`config.mk`:
```
export PLATFORM = sky130hd
export DESIGN_NAME = ll_flight_ctrl_flat
export DESIGN_NICKNAME = d
export VERILOG_FILES = /design/src/rtl/ll_flight_ctrl_if.sv /design/src/rtl/ll_flight_ctrl.sv /design/src/flat_wrapper.sv
export SDC_FILE = /design/constraint.sdc
export NUM_CORES = 1
export LEC_CHECK = 0
export ABC_AREA = 1
export BUFFER_PORTS_ARGS = -buffer_cell sky130_fd_sc_hd__buf_2
export CORE_ASPECT_RATIO = 1.75
export CORE_MARGIN = 4
export CORE_UTILIZATION = 30
export DETAILED_ROUTE_END_ITERATION = 10
export PLACE_DENSITY_LB_ADDON = 0.25
export REMOVE_ABC_BUFFERS = 1
export SYNTH_ARGS = -nofsm -noshare
export SYNTH_HDL_FRONTEND = slang
export SYNTH_SLANG_ARGS = --single-unit
export TNS_END_PERCENT = 10
```
`constraint.sdc`:
```
create_clock -name clk -period 1.7 [get_ports clk]
set_clock_uncertainty 0.05 [all_clocks]
set_input_delay 0.255 -clock clk [delete_from_list [all_inputs] [get_ports clk]]
set_output_delay 0.255 -clock clk [all_outputs]
set_load 0.005 [all_outputs]
```
`src/rtl/ll_flight_ctrl_if.sv`:
```
// Lander control bus: memory-unit quantities and keypad inputs toward the
// controller, and control outputs back toward memory, ALU and display.
//   master : controller side (ll_flight_ctrl)
//   slave  : surrounding datapath / keypad side
//   alt, vel     W-bit 10's-complement BCD altitude / velocity
//   key_strobe   synchronised key-held level; key_code 5-bit key encoding
//   wen          one-cycle memory write enable per simulation step
//   thrust       W-bit BCD thrust; disp_sel display quantity select
//   land, crash  touchdown outcome flags; state 0=READY 1=RUN 2=LANDED 3=CRASHED
interface ll_flight_ctrl_if #(
  parameter int unsigned DIGITS = 4
);
  localparam int unsigned W = 4 * DIGITS;

  logic [W-1:0] alt;
  logic [W-1:0] vel;
  logic         key_strobe;
  logic [4:0]   key_code;
  logic         wen;
  logic [W-1:0] thrust;
  logic [1:0]   disp_sel;
  logic         land;
  logic         crash;
  logic [1:0]   state;

  modport master (
    input  alt, vel, key_strobe, key_code,
    output wen, thrust, disp_sel, land, crash, state
  );

  modport slave (
    output alt, vel, key_strobe, key_code,
    input  wen, thrust, disp_sel, land, crash, state
  );
endinterface

```
`src/rtl/ll_flight_ctrl.sv`:
```
// Lunar-lander control unit, generic over DIGITS BCD digits.
// Sequences game start, periodic write strobes, touchdown classification,
// thrust entry and display selection from the synchronised keypad.
//   clk  : system clock
//   rst  : asynchronous, active-high reset
//   bus  : ll_flight_ctrl_if master modport (see interface for signals)
module ll_flight_ctrl #(
  parameter int unsigned DIGITS = 4,
  parameter int unsigned TICK_DIV = 25,
  parameter logic [4*DIGITS-1:0] CRASH_VEL = 'h30,
  parameter logic [4*DIGITS-1:0] THRUST_INIT = 'h5
) (
  input logic clk,
  input logic rst,
  ll_flight_ctrl_if.master bus
);
  localparam int unsigned W = 4 * DIGITS;
  localparam int unsigned CW = (TICK_DIV > 1) ? $clog2(TICK_DIV) : 1;
  localparam logic [CW-1:0] CNT_LAST = CW'(TICK_DIV - 1);

  // Digit-serial BCD addition, carry out of the top digit discarded.
  function automatic logic [W-1:0] bcd_add(input logic [W-1:0] a,
                                           input logic [W-1:0] b,
                                           input logic cin);
    logic [W-1:0] s;
    logic         c;
    logic [4:0]   d;
    s = '0;
    c = cin;
    for (int unsigned i = 0; i < DIGITS; i++) begin
      d = {1'b0, a[4*i+:4]} + {1'b0, b[4*i+:4]} + {4'b0, c};
      if (d > 5'd9) begin
        d = d + 5'd6;
        c = 1'b1;
      end else begin
        c = 1'b0;
      end
      s[4*i+:4] = d[3:0];
    end
    return s;
  endfunction

  function automatic logic [W-1:0] bcd_nines(input logic [W-1:0] a);
    logic [W-1:0] s;
    s = '0;
    for (int unsigned i = 0; i < DIGITS; i++)
      s[4*i+:4] = 4'd9 - a[4*i+:4];
    return s;
  endfunction

  // 10's complement of CRASH_VEL; BCD bit patterns order like their values,
  // so a plain unsigned compare against it classifies the descent speed.
  localparam logic [W-1:0] LIMIT = bcd_add(bcd_nines(CRASH_VEL), '0, 1'b1);

  typedef enum logic [1:0] {
    READY   = 2'd0,
    RUN     = 2'd1,
    LANDED  = 2'd2,
    CRASHED = 2'd3
  } state_t;

  state_t        state_q, state_d;
  logic [CW-1:0] cnt_q, cnt_d;
  logic [W-1:0]  thrust_q, thrust_d;
  logic [1:0]    disp_q, disp_d;
  logic          land_q, land_d;
  logic          crash_q, crash_d;
  logic          key_q;

  logic          key_evt;
  logic          is_digit;
  logic          is_disp;
  logic          wen;
  logic [W-1:0]  sum;
  logic          touchdown;

  always_ff @(posedge clk or posedge rst) begin
    if (rst) begin
      state_q  <= READY;
      cnt_q    <= '0;
      thrust_q <= THRUST_INIT;
      disp_q   <= '0;
      land_q   <= 1'b0;
      crash_q  <= 1'b0;
      key_q    <= 1'b0;
    end else begin
      state_q  <= state_d;
      cnt_q    <= cnt_d;
      thrust_q <= thrust_d;
      disp_q   <= disp_d;
      land_q   <= land_d;
      crash_q  <= crash_d;
      key_q    <= bus.key_strobe;
    end
  end

  always_comb begin
    state_d  = state_q;
    cnt_d    = cnt_q;
    thrust_d = thrust_q;
    disp_d   = disp_q;
    land_d   = land_q;
    crash_d  = crash_q;

    key_evt   = bus.key_strobe && !key_q;
    is_digit  = bus.key_code < 5'd10;
    is_disp   = bus.key_code[4:2] == 3'b100;
    wen       = (state_q == RUN) && (cnt_q == CNT_LAST);
    sum       = bcd_add(bus.alt, bus.vel, 1'b0);
    touchdown = (sum == '0) || (sum[W-1:W-4] >= 4'd5);

    // 16(W)..19(Z) map to 3..0, i.e. the inverted low two code bits.
    if (key_evt && is_disp)
      disp_d = ~bus.key_code[1:0];

    unique case (state_q)
      READY: begin
        cnt_d = '0;
        if (key_evt && is_digit) begin
          state_d  = RUN;
          thrust_d = '0;
          thrust_d[3:0] = bus.key_code[3:0];
        end
      end
      RUN: begin
        cnt_d = wen ? '0 : cnt_q + 1'b1;
        if (key_evt && is_digit) begin
          thrust_d = '0;
          thrust_d[3:0] = bus.key_code[3:0];
        end
        if (wen && touchdown) begin
          if (bus.vel < LIMIT) begin
            state_d = CRASHED;
            crash_d = 1'b1;
          end else begin
            state_d = LANDED;
            land_d  = 1'b1;
          end
        end
      end
      default: cnt_d = '0;
    endcase
  end

  assign bus.wen      = wen;
  assign bus.thrust   = thrust_q;
  assign bus.disp_sel = disp_q;
  assign bus.land     = land_q;
  assign bus.crash    = crash_q;
  assign bus.state    = state_q;
endmodule

```
`src/flat_wrapper.sv`:
```
// flat-port wrapper written by rule: the top's interface ports become plain ports
module ll_flight_ctrl_flat 
#(
  parameter int unsigned DIGITS = 4,
  parameter int unsigned TICK_DIV = 25,
  parameter logic [4*DIGITS-1:0] CRASH_VEL = 'h30,
  parameter logic [4*DIGITS-1:0] THRUST_INIT = 'h5
)
  (clk, rst, bus_alt, bus_vel, bus_key_strobe, bus_key_code, bus_wen, bus_thrust, bus_disp_sel, bus_land, bus_crash, bus_state);
  ll_flight_ctrl_if #(.DIGITS(DIGITS)) bus_i ();
  input logic clk;
  input logic rst;
  input wire logic [$bits(bus_i.alt)-1:0] bus_alt;
  input wire logic [$bits(bus_i.vel)-1:0] bus_vel;
  input wire logic [$bits(bus_i.key_strobe)-1:0] bus_key_strobe;
  input wire logic [$bits(bus_i.key_code)-1:0] bus_key_code;
  output wire logic [$bits(bus_i.wen)-1:0] bus_wen;
  output wire logic [$bits(bus_i.thrust)-1:0] bus_thrust;
  output wire logic [$bits(bus_i.disp_sel)-1:0] bus_disp_sel;
  output wire logic [$bits(bus_i.land)-1:0] bus_land;
  output wire logic [$bits(bus_i.crash)-1:0] bus_crash;
  output wire logic [$bits(bus_i.state)-1:0] bus_state;
  assign bus_i.alt = bus_alt;
  assign bus_i.vel = bus_vel;
  assign bus_i.key_strobe = bus_key_strobe;
  assign bus_i.key_code = bus_key_code;
  assign bus_wen = bus_i.wen;
  assign bus_thrust = bus_i.thrust;
  assign bus_disp_sel = bus_i.disp_sel;
  assign bus_land = bus_i.land;
  assign bus_crash = bus_i.crash;
  assign bus_state = bus_i.state;
  ll_flight_ctrl #(.DIGITS(DIGITS), .TICK_DIV(TICK_DIV), .CRASH_VEL(CRASH_VEL), .THRUST_INIT(THRUST_INIT)) u_core (.clk(clk), .rst(rst), .bus(bus_i));
endmodule
```
Word level (Yosys, flattened, before mapping)
Index checks and enable logic that the tools add are counted.
{"block": "word_totals", "wordCells": 61, "out_inout_bits": 23, "romBits": 0, "memories": 0, "in_bits": 40, "mem_bits_rw": 0, "latchBits": 0, "register_bits": 16}
{"block": "classes", "mul": 0, "n_mux": 13, "n_bitwise": 2, "n_eq_ne": 5, "order_cmp": 7, "shift": 0, "div": 0, "reduce_logical": 15, "addsub": 12}
{"op": "$add A4 B4 Y5", "count": 4}
{"op": "$gt A5 B4 Y1 const B", "count": 4}
{"op": "$add A4 B3 Y4 const B", "count": 4}
{"op": "$logic_not A16 Y1", "count": 1}
{"op": "$lt A16 B16 Y1 const B", "count": 1}
{"op": "$mux W4", "count": 4}
{"op": "$add A5 B1 Y5", "count": 3}
{"op": "$mux W5", "count": 2}
{"op": "$reduce_and A3 Y1", "count": 3}
{"op": "$add A5 B1 Y5 const B", "count": 1}
{"op": "$eq A5 B5 Y1 const B", "count": 1}
{"op": "$logic_and A1 B1 Y1", "count": 5}
{"op": "$lt A5 B4 Y1 const B", "count": 1}
{"op": "$ge A4 B3 Y1 const B", "count": 1}
{"op": "$mux W1", "count": 4}
{"op": "$mux W2", "count": 2}
{"op": "$pmux W2 S2", "count": 1}
{"op": "$eq A3 B3 Y1 const B", "count": 1}
{"op": "$eq A2 B1 Y1 const B", "count": 1}
{"op": "$logic_not A2 Y1", "count": 1}
{"op": "$ne A2 B1 Y1 const B", "count": 1}
{"op": "$ne A2 B2 Y1 const B", "count": 1}
{"op": "$not A2 Y2", "count": 1}
{"op": "$reduce_and A2 Y1", "count": 1}
{"op": "5 further kinds", "count": 5}

Depth between registers and ports, before layout
Gate-level depths: netlist (run 1).
{"block": "depth", "word_depth": 17, "mapped_depth": 53, "mapped_depth_nobuf": 53}

Least setup slack after synthesis (run 1)
OpenSTA, ideal clock, no wires.
{"block": "synth_timing", "path_kind": "input-to-reg", "from": "input bus_vel[0]", "to": "register u_core.state_q[1] (netlist: u_core.bus.state[1])", "arrival_time_ns": 6.637, "slack_ns": -5.105, "n_path_buf": 0, "setup_time_ns": 0.119, "path_stages": 45, "t_required_ns": 1.531, "path_cell_list": "ha_1 inv_1 fa_1 inv_1 nand2_1 nand2_1 inv_1 ha_1 nand2_1 nand2_1 nand2_1 nor2_1 nor2_1 inv_1 fa_1 fa_1 inv_1 ha_1 [... 9 more ...] ha_1 nand2_1 nand3_1 nand2_2 fa_1 fa_1 inv_1 ha_1 a21boi_0 a21oi_2 nand2_2 nand2_2 nand2_1 nand2_1 inv_1 a31oi_1 nand2_2 a21o_2"}
{"block": "synth_between", "elab_chain_len": 17, "elab_cells_between_ends": 25, "classes_between": "8 x add/sub; 5 x order compare; 1 x eq/ne; 7 x mux; 4 x reduce/logical"}
{"item": "start: declaration", "line": "flat_wrapper.sv:14", "source": "input wire logic [$bits(bus_i.vel)-1:0] bus_vel;"}
{"item": "$add A4 B4 Y5 (*)", "line": "ll_flight_ctrl.sv:31", "source": "d = {1'b0, a[4*i+:4]} + {1'b0, b[4*i+:4]} + {4'b0, c};"}
{"item": "$gt A5 B4 Y1", "line": "ll_flight_ctrl.sv:32", "source": "if (d > 5'd9) begin"}
{"item": "$mux W1", "line": "ll_flight_ctrl.sv:32"}
{"item": "$add A5 B1 Y5", "line": "ll_flight_ctrl.sv:31"}
{"item": "$gt A5 B4 Y1", "line": "ll_flight_ctrl.sv:32"}
{"item": "$mux W1", "line": "ll_flight_ctrl.sv:32"}
{"item": "$add A5 B1 Y5", "line": "ll_flight_ctrl.sv:31"}
{"item": "$gt A5 B4 Y1", "line": "ll_flight_ctrl.sv:32"}
{"item": "$mux W1", "line": "ll_flight_ctrl.sv:32"}
{"item": "$add A5 B1 Y5", "line": "ll_flight_ctrl.sv:31"}
{"item": "$add A4 B3 Y4 or $gt A5 B4 Y1 (tied branches)", "line": "ll_flight_ctrl.sv:33, ll_flight_ctrl.sv:32"}
{"item": "$mux W4", "line": "ll_flight_ctrl.sv:32"}
{"item": "$ge A4 B3 Y1 or $logic_not A16 Y1 (tied branches)", "line": "ll_flight_ctrl.sv:110", "source": "touchdown = (sum == '0) || (sum[W-1:W-4] >= 4'd5);"}
{"item": "$logic_or A1 B1 Y1 (*)", "line": "ll_flight_ctrl.sv:110"}
{"item": "$logic_and A1 B1 Y1 (*)", "line": "ll_flight_ctrl.sv:131", "source": "if (wen && touchdown) begin"}
{"item": "$ne A2 B2 Y1 (no line) (*)"}
{"item": "$reduce_and A3 Y1 (no line) (*)"}
{"item": "end signal: assignment", "line": "ll_flight_ctrl.sv:87", "source": "state_q <= state_d;"}
{"item": "end: declaration", "line": "ll_flight_ctrl.sv:62", "source": "state_t state_q, state_d;"}
Mark *: on every way between the ends. The rest lies on a longest branch, timed or not.
A chain may end at the register's enable or synchronous reset.

Worst setup path after layout (run 1)
{"block": "layout_timing", "from": "input bus_vel[0]", "to": "register u_core.state_q[0] (netlist: u_core.bus.state[0])"}
{"block": "layout_between", "elab_chain_len": 17, "elab_cells_between_ends": 29, "classes_between": "8 x add/sub; 6 x order compare; 1 x eq/ne; 10 x mux; 4 x reduce/logical"}
{"item": "$add A4 B4 Y5", "line": "ll_flight_ctrl.sv:31"}
{"item": "$gt A5 B4 Y1", "line": "ll_flight_ctrl.sv:32"}
{"item": "$mux W1", "line": "ll_flight_ctrl.sv:32"}
{"item": "$add A5 B1 Y5", "line": "ll_flight_ctrl.sv:31"}
{"item": "$gt A5 B4 Y1", "line": "ll_flight_ctrl.sv:32"}
{"item": "$mux W1", "line": "ll_flight_ctrl.sv:32"}
{"item": "$add A5 B1 Y5", "line": "ll_flight_ctrl.sv:31"}
{"item": "$gt A5 B4 Y1", "line": "ll_flight_ctrl.sv:32"}
{"item": "$mux W1", "line": "ll_flight_ctrl.sv:32"}
{"item": "$add A5 B1 Y5", "line": "ll_flight_ctrl.sv:31"}
{"item": "$add A4 B3 Y4 or $gt A5 B4 Y1 (tied branches)", "line": "ll_flight_ctrl.sv:33, ll_flight_ctrl.sv:32"}
{"item": "$mux W4", "line": "ll_flight_ctrl.sv:32"}
{"item": "$ge A4 B3 Y1 or $logic_not A16 Y1 (tied branches)", "line": "ll_flight_ctrl.sv:110"}
{"item": "$logic_or A1 B1 Y1", "line": "ll_flight_ctrl.sv:110"}
{"item": "$logic_and A1 B1 Y1", "line": "ll_flight_ctrl.sv:131"}
{"item": "$ne A2 B2 Y1 (no line)"}
{"item": "$reduce_and A3 Y1 (no line)"}
Parallel ways exist; a longest one is shown, timed or not. The select of a mux whose other input is x is not followed.

==> results.tsv, run 1 <==
metric	value	unit
DP Area	2470	sq um
Post-synth top flop	dfrtp_1	
initial antenna violation count	0	
FF-to-FF path depth	5	
unrepaired setup endpoints after global routing	yes	
core area	5930	sq um
Final Total Pwr	2.48	mW
Vias	2020	
Peak Freq	151	MHz
register area	403	sq um
cell row count	37	
max-cap violations	0	
GP Congestion	0.798	
Fillers	615	
Worst-path clk slew	60	ps
largest family of logic cells by synthesized area	simple AND/OR/NAND/NOR gates	
first-pass detailed-route iteration total	4	
Non-Filler Instances	471	
vias in the first global route	2046	
vias per inst	4.29	
CP max FO	4	
pwr dens	846	nW/um^2
CP endpoint	u_core.bus.state[0]	
Seq/Total Area, Yosys	0.218	
Final period util	3.89	
Synth Area in Compound Gates	0.0791	
Multi-input gate area	1340	sq um
clock buffer depth	2	
worst setup path class	input port to flop	
IO Count	63	
startpoint types	input port	
CTS Buf Count	3	
Netlist cell types	31	
first-pass GRT wire length	7880	um
clock sinks	16	
Clock H-tree levels	1	
CTS tree	done	
crit-path max cell delay	570	ps
Die Footprint	7540	sq um
final slew viol count	0	
Die Y	112	um
pre-CTS setup slack	-5580	ps
EDFF count, synth	0	
failing checks	negative setup slack	
status	finished with violations	
Post-DP HPWL	3660	um
highest-count cells in the layout ignoring fill and taps	buf_4, nand2_1, buf_2, inv_1, nand3_1	
Worst setup EP type	flop	
multiplexer share of the synthesized area	0.00608	
worst relative slew slack	0.599	
Sum Neg Setup Slack	-19370	ps
simple-gate share of the synthesized area	0.301	
Hold Fails Final Rpt	0	
GR Util All Layers	0.129	
hold crit path type	input port to async pin	
total gr overflow	0	
Cell Area, Synth	1850	sq um
drt wl/cell	9.96	um
#FFs+latches synth	16	
count of buffers from port buffering	50	
initial DRC count	74	
Arrival @ worst endpoint	6700	ps
final non-filler cell area	2930	sq um
syn avg cell area	7.15	sq um
placed insts	429	
diode count	0	
LEAKAGE	1.63	nW
DRC errors left	0	
Critical R2R Capture	u_core.bus.thrust[0]	
Worst R2R Setup Slack	220	ps
most frequent CP cell	buf_4	
Clock Latency Late Sink	250	ps
final core occ	0.494	
Die X	67.4	um
Clk Tree Root Cell	clkbuf_8	
DRT antenna net count	0	
Synth warnings	0	
largest net degree at the start of global routing	17	
Post-Synth XOR/XNOR Area	0.0230	
fin crit period	6610	ps
worst vdd ir	0.351	mV
most common cell after layout, fill and taps aside	buf_4	
final wirelength	4690	um
Max stage delay cell, worst path	fa_2	
Area growth syn-to-layout	58.1	%
Initial Util	0.313	
cts hold-fix bufs	0	
Cells after Synth	259	
Slew @ Worst Pin	601	ps
final setup margin	-4910	ps
Post-synth ARST share	1.00	
Synth Area in Adders	0.231	
setup violators final	4	
share of cells above drive strength 1	0.471	
Hold WS	14.8	ps
WP data required	1800	ps
CP Launch Point	bus_vel[0]	
nets	464	
Crit Reg-Reg Startpoint	u_core.bus.state[1]	
[cells in the mapped netlist (all sizes together), types with 2 or more instances]
library cell / number / area [sq um]
a31oi: 2 / 12.5
nand3: 29 / 160
o21ai: 5 / 25.0
nor2: 21 / 78.8
a21oi: 11 / 58.8
nand4: 2 / 12.5
xor2: 2 / 17.5
ha: 23 / 288
inv: 45 / 169
fa: 7 / 140
nor3b: 2 / 15.0
buf: 12 / 90.1
o21bai: 2 / 15.0
dfstp: 2 / 52.6
dfrtp: 14 / 350
nand2: 69 / 274
xnor2: 2 / 25.0
[state kept, by name, indices dropped and copies added, names as in the netlist]
signal	cells
u_core.bus.crash	1
u_core.bus.disp_sel	2
u_core.bus.land	1
u_core.bus.state	2
u_core.bus.thrust	4
u_core.cnt_q	5
u_core.key_q	1
[where the power goes]
| part | internal [mW] | switching (mW) | leakage [nW] |
|---|---|---|---|
| Clock | 0.166 | 0.126 | 0.0228 |
| Sequential | 0.493 | 0.0547 | 0.189 |
| Combinational | 0.916 | 0.722 | 1.42 |
[cell type report]
class | count | area share
Timing Repair Buffer | 131 | 0.299
Multi-Input combinational cell | 197 | 0.457
Tap cell | 78 | 0.0333
Clock buffer | 4 | 0.0154
Sequential cell | 16 | 0.138
Inverter | 45 | 0.0577
[cell families after synthesis]
| family | Yosys count |
|---|---|
| adder cells (fa/ha/maj) | 30 |
| flip-flops | 16 |
| buffers and inverters | 57 |
| AO/OA/AOI/OAI | 24 |
| XOR/XNOR | 4 |
| AND/OR/NAND/NOR | 126 |
| multiplexers | 1 |
| other | 1 |
[worst min path at each step]
stage,startpoint,end,cells after the start
floorplan,rst,u_core.bus.crash,1
finish,rst,u_core.cnt_q[4],2
global placement,rst,u_core.bus.disp_sel[1],2
CTS,rst,u_core.cnt_q[4],2
global route,rst,u_core.cnt_q[4],2
detailed placement,rst,u_core.bus.disp_sel[1],2
[layer usage]
metal  routed length [um]  vias to the layer above  track usage
met4                  161                        0       0.0542
met5                    0                        -            0
met2                 2680                       44        0.260
met1                 1710                      902        0.126
met3                  138                       13      0.00706
li1                     -                     1061            -
[critical path: cells and delay by family]
| kind | cells | cell delay [ps] |
|---|---|---|
| buffers and inverters | 32 | 3450 |
| adder cells (fa/ha/maj) | 6 | 2000 |
| AND/OR/NAND/NOR | 14 | 1020 |
[timing repair]
action                                  4_1_cts  5_1_grt
resized for setup                            31        9
setup buffers                                33        6
pin swaps                                    25       23
endpoints found under the setup margin        4        6
No activity file was read; power rests on OpenSTA's default activity.
==> run 2: changes to the inputs <==
--- a/config.mk
+++ b/config.mk
@@ -7,7 +7,7 @@
 export LEC_CHECK = 0
 export ABC_AREA = 1
 export BUFFER_PORTS_ARGS = -buffer_cell sky130_fd_sc_hd__buf_2
-export CORE_ASPECT_RATIO = 1.75
+export CORE_ASPECT_RATIO = 1.2
 export CORE_MARGIN = 4
 export CORE_UTILIZATION = 30
 export DETAILED_ROUTE_END_ITERATION = 10
==> run 2 against run 1 <==
The run still ends with negative setup slack left; critical path type unchanged; cell count decreased by 4.9%; first-iteration DRC count decreased by 69%; clock power fell by 3%; core utilization shrank 3.6 points; via count fell by 7.6%; global-route usage shrank 2.5 points; non-clock buffer count fell by 27; sequential share of layout area is 0.88 points higher; sequential cell count is the same; setup slack worse by 17 ps; register-to-register slack about the same.
==> results.tsv, run 2 (synthesis gave the netlist of run 1 again) <==
metric	value	unit
worst setup path class	input port to flop	
worst relative slew slack	0.605	
Worst-path clk slew	60	ps
setup violators final	4	
CTS tree	done	
nets	437	
Initial Util	0.308	
DRC errors left	0	
Worst R2R Setup Slack	220	ps
Slew @ Worst Pin	592	ps
Clk Tree Root Cell	clkbuf_8	
worst vdd ir	0.345	mV
most frequent CP cell	nand2_2	
final setup margin	-4920	ps
total gr overflow	0	
Post-DP HPWL	3490	um
startpoint types	input port	
Sw Share	0.377	
first-pass GRT wire length	6700	um
Largest Register	u_core.cnt_q	
Logic pwr share	0.623	
status	finished with violations	
vias per inst	4.17	
max-cap violations	0	
pwr dens	800	nW/um^2
count of buffers from port buffering	50	
Peak Freq	151	MHz
placed insts	435	
initial antenna violation count	0	
first-pass detailed-route iteration total	2	
LEAKAGE	1.50	nW
Final period util	3.90	
final slew viol count	0	
CP bufs+invs	10	
clock buffer depth	2	
Die X	79.7	um
Final Total Pwr	2.20	mW
crit-path max cell delay	580	ps
Die Footprint	7500	sq um
sequential cell fraction of total power	0.248	
max reg flops	5	
final wirelength	4030	um
cell row count	31	
largest net degree at the start of global routing	17	
diode count	0	
failing checks	negative setup slack	
WP data required	1790	ps
Die Y	94.1	um
Area growth syn-to-layout	48.6	%
final core occ	0.458	
Clock H-tree levels	1	
vias in the first global route	1737	
clock sinks	16	
Clock Latency Late Sink	240	ps
GP Congestion	0.734	
Arrival @ worst endpoint	6710	ps
initial DRC count	23	
core area	6010	sq um
Max stage delay cell, worst path	fa_2	
share of cells above drive strength 1	0.445	
CP max FO	4	
DRT antenna net count	0	
CTS Buf Count	3	
IO Count	63	
Power Internal	1.37	mW
hold crit path type	input port to async pin	
Worst setup EP type	flop	
Hold Fails Final Rpt	0	
Psw	0.829	mW
unrepaired setup endpoints after global routing	yes	
clock group share of total power	0.129	
GR Util All Layers	0.104	
fin crit period	6620	ps
Vias	1866	
Non-Filler Instances	448	
drt wl/cell	8.98	um
CP top delay family	adder cells	
highest-count cells in the layout ignoring fill and taps	nand2_1, buf_4, buf_2, inv_1, nand3_1	
run 2: area by class of cell:
cell class / count / area, sq um
fillers: 616 / 3260
repair buffers: 104 / 668
clock buffers: 4 / 45.0
inverters: 45 / 171
multi-input cells: 197 / 1360
well taps: 82 / 103
flip-flops and latches: 16 / 403
run 2: worst paths after layout:
check                                    start                endpoint  cells past startpoint
max                                 bus_alt[0]     u_core.bus.state[0]                     50
min                                        rst         u_core.cnt_q[4]                      2
max reg2reg                u_core.bus.state[1]    u_core.bus.thrust[0]                      5
min reg2reg                    u_core.bus.land         u_core.bus.land                      2
max in group asynchronous                  rst  u_core.bus.disp_sel[1]                      2
min in group clk                bus_key_strobe            u_core.key_q                      1
run 2: power by group through the flow:
| stage | logic (mW) | clock network [mW] | registers (mW) |
|---|---|---|---|
| final | 1.37 | 0.284 | 0.545 |
| after floorplan | 0.665 | 0 | 0.564 |
| after global placement | 1.18 | 0 | 0.549 |
| after detailed placement | 1.20 | 0 | 0.552 |
| after CTS | 1.24 | 0.295 | 0.545 |
| after global routing | 1.57 | 0.314 | 0.555 |
run 2: what timing repair did:
item,in CTS,in global routing
setup buffers,2,7
endpoints found under the setup margin,4,6
gates resized for setup,9,38
hold buffers,0,0
pin swaps,2,28
run 2: per-layer routing:
layer	vias to the layer above	share of wire	track usage
met4	0	0.0042	0.00860
li1	1012	-	-
met3	2	0.035	0.00768
met2	28	0.56	0.203
met1	824	0.41	0.126
met5	-	0	0
run 2: through the flow:
stage | cell area, sq um | setup WS (ps) | hold slack [ps] | setup TNS [ps]
4_1_cts | 2570 | -5130 | 49.5 | -20380
6_report | 2750 | -4920 | 16.5 | -19520
3_5_place_dp | 2490 | -5660 | 308 | -22470
3_3_place_gp | 2490 | -5560 | 310 | -22140
5_1_grt | 2750 | -5350 | 72.1 | -21250
2_1_floorplan | 1800 | -5110 | 117 | -20250
